===== src/rtl/pipe_stage_skid.sv =====
// pipe_stage_skid: two-entry pipeline register (main + skid) with a
// registered ready, synchronous flush and a saturating bubble counter.
// The skid entry absorbs the one beat that upstream may already have
// launched when downstream stalls, so in_ready_o never depends
// combinationally on out_ready_i.
module pipe_stage_skid #(
  parameter int DATA_W = 96,
  parameter int CTRL_W = 16,
  parameter int CNT_W  = 16
) (
  input  logic              clk_i,
  input  logic              rst_i,
  input  logic              flush_i,
  input  logic              in_valid_i,
  output logic              in_ready_o,
  input  logic [CTRL_W-1:0] in_ctrl_i,
  input  logic [DATA_W-1:0] in_data_i,
  output logic              out_valid_o,
  input  logic              out_ready_i,
  output logic [CTRL_W-1:0] out_ctrl_o,
  output logic [DATA_W-1:0] out_data_o,
  output logic [CNT_W-1:0]  bubble_cnt_o
);

  typedef struct packed {
    logic              valid;
    logic [CTRL_W-1:0] ctrl;
    logic [DATA_W-1:0] data;
  } entry_t;

  entry_t           main_q, main_d;
  entry_t           skid_q, skid_d;
  entry_t           in_entry;
  logic [CNT_W-1:0] bubble_q, bubble_d;

  logic accept;
  logic xfer;
  logic bubble;

  assign in_entry = '{valid: 1'b1, ctrl: in_ctrl_i, data: in_data_i};

  // Ready comes straight from the skid register: a full skid is the only
  // reason to refuse a beat.
  assign accept = in_valid_i & ~skid_q.valid & ~flush_i;
  assign xfer   = main_q.valid & out_ready_i;
  assign bubble = out_ready_i & ~main_q.valid;

  // Next-state selection for the two entries; flush overrides everything.
  always_comb begin
    // NOTE: every always_comb output gets a default first so no path leaves it unassigned (no latch).
    main_d = main_q;
    skid_d = skid_q;
    if (flush_i) begin
      main_d = '0;
      skid_d = '0;
    end else if (!main_q.valid || xfer) begin
      // Main is free this edge. The skid can only be occupied while main
      // is valid, and accept is impossible while the skid is full, so the
      // two branches below never compete for main.
      if (skid_q.valid) begin
        main_d = skid_q;
        skid_d = '0;
      end else if (accept) begin
        main_d = in_entry;
      end else begin
        // Going empty: drop ctrl so no write enable leaks from a bubble;
        // data is left as it was.
        main_d.valid = 1'b0;
        main_d.ctrl  = '0;
      end
    end else if (accept) begin
      // Main is stalled: park the new beat in the skid, main holds.
      skid_d = in_entry;
    end
  end

  // Saturating count of cycles where downstream was ready but starved.
  always_comb begin
    bubble_d = bubble_q;
    if (bubble && (bubble_q != {CNT_W{1'b1}})) begin
      bubble_d = bubble_q + CNT_W'(1);
    end
  end

  // State registers with asynchronous reset clearing both entries.
  always_ff @(posedge clk_i or posedge rst_i) begin
    // NOTE: the reset clears every field, data included, so nothing stale can surface after release.
    if (rst_i) begin
      main_q   <= '0;
      skid_q   <= '0;
      bubble_q <= '0;
    end else begin
      // NOTE: non-blocking assignments so all registers update together from pre-edge values.
      main_q   <= main_d;
      skid_q   <= skid_d;
      bubble_q <= bubble_d;
    end
  end

  assign in_ready_o   = ~skid_q.valid;
  assign out_valid_o  = main_q.valid;
  assign out_ctrl_o   = main_q.ctrl;
  assign out_data_o   = main_q.data;
  assign bubble_cnt_o = bubble_q;

endmodule


===== config.mk =====
export PLATFORM = sky130hd
export DESIGN_NAME = pipe_stage_skid
export DESIGN_NICKNAME = d
export VERILOG_FILES = /design/src/rtl/pipe_stage_skid.sv
export SDC_FILE = /design/constraint.sdc
export NUM_CORES = 1
export LEC_CHECK = 0
export ABC_AREA = 0
export ABC_CLOCK_PERIOD_IN_PS = 7900
export CORE_AREA = 2 2 147 177
export DETAILED_ROUTE_END_ITERATION = 12
export DIE_AREA = 0 0 149 179
export PLACE_DENSITY = 0.8
export SKIP_CTS_REPAIR_TIMING = 1
export SLEW_MARGIN = 20
export SYNTH_ARGS = -nofsm -noshare
export SYNTH_HDL_FRONTEND = slang
export SYNTH_SLANG_ARGS = --single-unit

===== constraint.sdc =====
create_clock -name clk_i -period 7.9 [get_ports clk_i]
set_input_delay 1.185 -clock clk_i [delete_from_list [all_inputs] [get_ports clk_i]]
set_output_delay 1.185 -clock clk_i [all_outputs]
set_load 0.02 [all_outputs]

==> flow_summary.html <==
<table>
<tr><th>Metric</th><th>Value</th></tr>
<tr><th colspan="2">Run status</th></tr>
<tr><td>Outcome</td><td>finished clean</td></tr>
<tr><th colspan="2">GRT</th></tr>
<tr><td>Grt ovf</td><td>0</td></tr>
<tr><td>Total routing usage reported by global routing</td><td>~20%</td></tr>
<tr><td>Wire length of the first global-routing pass</td><td>~43 mm</td></tr>
<tr><td>Number of antenna violations at the first check in global routing</td><td>0</td></tr>
<tr><td>Maximum number of pins on one net before global-route repair</td><td>around 100</td></tr>
<tr><td>Vias in the first global route</td><td>8496</td></tr>
<tr><th colspan="2">Clock network</th></tr>
<tr><td>Number of buffers created by CTS</td><td>25</td></tr>
<tr><td>CTS sink cnt</td><td>242</td></tr>
<tr><td>CTS tree</td><td>built</td></tr>
<tr><td>Clock network latency to the later pin of the worst-skew pair</td><td>510 ps</td></tr>
<tr><td>Buffer depth of the longest clock path</td><td>3</td></tr>
<tr><td># H-tree levels</td><td>1</td></tr>
<tr><td>Clock-pin slew reported for the worst setup and hold paths after clock tree synthesis</td><td>60 ps</td></tr>
<tr><td>Root Buffer</td><td>clkbuf_16</td></tr>
<tr><th colspan="2">STA</th></tr>
<tr><td>Number of pins exceeding their max-slew limit in the final report</td><td>0</td></tr>
<tr><td>Setup repair after global routing missed its margin</td><td>false</td></tr>
<tr><td>Highest achievable clock rate</td><td>239 MHz</td></tr>
<tr><td>Final Worst Setup Slack</td><td>3720 ps</td></tr>
<tr><td>Post-layout min period</td><td>between 4000 and 5000 ps</td></tr>
<tr><td>Setup total negative slack</td><td>0 ps</td></tr>
<tr><td>Worst hold slack</td><td>around 480 ps</td></tr>
<tr><td>Final setup viols</td><td>0</td></tr>
<tr><td>Tightest Pin Transition</td><td>937 ps</td></tr>
<tr><td>Final Skew</td><td>9.16 ps</td></tr>
<tr><td>Final period util</td><td>52.9%</td></tr>
<tr><td>Worst relative slew slack</td><td>37.5%</td></tr>
<tr><td>Hold violation total from the final report</td><td>0</td></tr>
<tr><th colspan="2">Cells and area</th></tr>
<tr><td>Commonest non-fill, non-tap cells in the layout</td><td>245 x clkdlybuf4s50_1, 241 x dfrtp_1, 208 x mux2i_1, 186 x nand2_1, 116 x inv_1</td></tr>
<tr><td>Layout cell share with drive strength beyond 1</td><td>5.19%</td></tr>
<tr><td>Most common cell after layout, fill and taps aside</td><td>clkdlybuf4s50_1</td></tr>
<tr><td>Net count, final</td><td>between 1000 and 1500</td></tr>
<tr><td>Final design instance area without fill</td><td>14700 µm²</td></tr>
<tr><td>Number of inserted diodes</td><td>0</td></tr>
<tr><td>Synth-to-layout area growth</td><td>29.9%</td></tr>
<tr><td>Area occupied by registers</td><td>6060 µm²</td></tr>
<tr><td>Final core utilization</td><td>58.3%</td></tr>
<tr><td>Filler Cell Count</td><td>roughly 2100</td></tr>
<tr><td>Finished Layout Cells</td><td>between 1500 and 2000</td></tr>
<tr><td>Footprint of the multi-input gates</td><td>approximately 4400 µm²</td></tr>
<tr><th colspan="2">Worst setup path</th></tr>
<tr><td>Critical Path Start</td><td>flush_i</td></tr>
<tr><td>CP Capture Type</td><td>flip-flop</td></tr>
<tr><td>Worst Path Arrival</td><td>4600 ps</td></tr>
<tr><td>Critical setup path kind</td><td>in -&gt; reg</td></tr>
<tr><td>Worst Path Required</td><td>8320 ps</td></tr>
<tr><td>Critical path fanouts, max</td><td>between 90 and 100</td></tr>
<tr><td>Type of element launching the critical path</td><td>primary input</td></tr>
<tr><td>Crit Reg-Reg Startpoint</td><td>skid_q[112]</td></tr>
<tr><th colspan="2">Synth</th></tr>
<tr><td>Proportion of register bits with asynchronous set or reset after synthesis</td><td>100%</td></tr>
<tr><td>Synthesized area per cell</td><td>roughly 11 µm²</td></tr>
<tr><td>Nets in the synthesized netlist</td><td>1181</td></tr>
<tr><td>Unique masters post-synth</td><td>40</td></tr>
<tr><td>Register area share after synthesis</td><td>a little over half</td></tr>
<tr><td>Post-Synth Adder-Cell Area</td><td>0.111%</td></tr>
<tr><td>Number of enable-type register cells in the synthesized netlist</td><td>0</td></tr>
<tr><td>Synth warn</td><td>0</td></tr>
<tr><td>Post-Synth XOR/XNOR Area</td><td>0.853%</td></tr>
<tr><td>Proportion of synthesized area in mux cells</td><td>18.7%</td></tr>
<tr><td>Flops &amp; latches, synth</td><td>242</td></tr>
<tr><td>Most area-consuming cells after synthesis</td><td>dfrtp_1 54%, mux2i_1 18%, nand2_1 6.2%</td></tr>
<tr><td>Compound-cell area share of the yosys netlist</td><td>8.69%</td></tr>
<tr><td>Top flip-flop cell by instance count after synthesis</td><td>dfrtp_1</td></tr>
<tr><td>Post-Syn Area</td><td>11300 µm²</td></tr>
<tr><td>Largest area contributor in the netlist</td><td>dfrtp_1</td></tr>
<tr><td>Dominant combinational cell family by area after synthesis</td><td>multiplexers</td></tr>
<tr><td>Post-synthesis simple-gate area fraction</td><td>9.99%</td></tr>
<tr><td>Number of standard cells after synthesis</td><td>between 1000 and 1500</td></tr>
<tr><td>Yosys top cell area share</td><td>53.6%</td></tr>
<tr><th colspan="2">Power</th></tr>
<tr><td>Share of total power in combinational logic</td><td>17.2%</td></tr>
<tr><td>Power per cell area</td><td>210 nW/µm²</td></tr>
<tr><td>Peak ir drop on the vdd network</td><td>0.152 mV</td></tr>
<tr><td>Register share of total power</td><td>45.2%</td></tr>
<tr><td>Net Sw Power</td><td>roughly 830 µW</td></tr>
<tr><td>Relative contribution of the clock network to total power</td><td>37.6%</td></tr>
<tr><td>Proportion of total power due to net switching</td><td>26.9%</td></tr>
<tr><td>Lkg Pwr</td><td>6.28 nW</td></tr>
<tr><td>Internal power</td><td>2.25 mW</td></tr>
<tr><td>Overall power of the completed layout</td><td>3.08 mW</td></tr>
<tr><th colspan="2">Floorplanning</th></tr>
<tr><td>Core Region</td><td>25100 µm²</td></tr>
<tr><td>Site row count</td><td>64</td></tr>
<tr><td>Full die area</td><td>26700 µm²</td></tr>
<tr><td>Number of top-level pins</td><td>247</td></tr>
<tr><td>Die extent in x</td><td>149 µm</td></tr>
<tr><td>Initial core utilization</td><td>~45%</td></tr>
<tr><td>Die Ht</td><td>about 180 µm</td></tr>
<tr><th colspan="2">Worst hold path</th></tr>
<tr><td>Hold wc startpoint</td><td>out_data_o[28]</td></tr>
<tr><td>Hold Crit Class</td><td>reg -&gt; reg</td></tr>
<tr><th colspan="2">Drt</th></tr>
<tr><td>Detailed Route Iter0 Violations</td><td>roughly 400</td></tr>
<tr><td>First-pass detailed-route iteration total</td><td>5</td></tr>
<tr><td>Routed wire per std cell</td><td>16.7 µm</td></tr>
<tr><td>Post-route ant nets</td><td>0</td></tr>
<tr><td>Total vias in the final route</td><td>8417</td></tr>
<tr><td>Number of vias per cell after detailed routing</td><td>~5.2</td></tr>
<tr><td>Routed Wire Length</td><td>27.0 mm</td></tr>
<tr><td>DRC violations left</td><td>0</td></tr>
<tr><th colspan="2">Placed design</th></tr>
<tr><td>Final Wtd Congestion</td><td>roughly 0.77</td></tr>
<tr><td>Post-detail-place hpwl</td><td>17.5 mm</td></tr>
<tr><td>Post-Place Cell Area</td><td>13900 µm²</td></tr>
<tr><td>Count of input and output buffers</td><td>246</td></tr>
<tr><td>Worst slack, placed</td><td>about 3200 ps</td></tr>
<tr><td>Number of cells in the design after placement</td><td>1576</td></tr>
<tr><th colspan="2">Flow run</th></tr>
<tr><td>Count of max-cap constraint violations</td><td>0</td></tr>
</table>
==> state kept, by name, summed over array words and instances, names as in the netlist <==
| register | cells |
|---|---|
| bubble_cnt_o | 16 |
| out_ctrl_o | 16 |
| out_data_o | 96 |
| out_valid_o | 1 |
| skid_q | 113 |
==> logic make-up after synthesis <==
family | after synthesis
simple gates | 271
flops | 242
mux | 211
buf+inv | 191
compound gates | 136
xor+xnor | 11
fa+ha+maj | 1
==> worst paths after layout <==
path                                        to  slack [ps]  cells after the start
worst max-delay path                skid_q[67]        3720                      6
worst min-delay path            out_data_o[28]         480                      2
worst max register to register  out_data_o[35]        4040                      7
worst min register to register  out_data_o[28]         480                      2
max in group asynchronous           skid_q[66]        5230                      3
min in group asynchronous       out_data_o[68]        1220                      2
==> Yosys cell counts (all sizes together), types with 5 or more instances <==
master / instances
o31ai: 51
nand4: 5
clkbuf: 16
nor2: 56
nand2: 186
xor2: 8
dfrtp: 242
a22oi: 16
o21ai: 18
inv: 117
mux2i: 208
nor3: 8
buf: 58
a211oi: 47
==> power groups by stage <==
stage / combinational [mW] / sequential [mW] / clock [mW]
after floorplan: 0.225 / 1.47 / 0
after global placement: 0.523 / 1.41 / 0
final: 0.529 / 1.39 / 1.16
after CTS: 0.536 / 1.39 / 1.18
after global routing: 0.573 / 1.40 / 1.24
after detailed placement: 0.534 / 1.41 / 0
==> metal layers <==
layer  global-route usage [%]  wire, µm  vias to the layer above
met2                     34.1     13100                      236
met3                     3.26      1590                       43
li1                         -         -                     3978
met5                        0         0                        -
met1                     26.7     11700                     4160
met4                     5.71       652                        0
==> area by class of cell <==
class	count	share of cell area, %
flip-flops and latches	242	41.3
multi-input cells	630	29.9
repair buffers	257	17.5
clock buffers	38	5.08
inverters	117	3.05
well taps	330	2.82
clock inverters	7	0.427
==> worst max-delay path: stages <==
cell	delay, ps
buf_4	430
buf_4	690
nand2b_1	630
a2bb2oi_4	680
buf_12	610
mux2i_1	270
(Power assumes the default switching activity.)
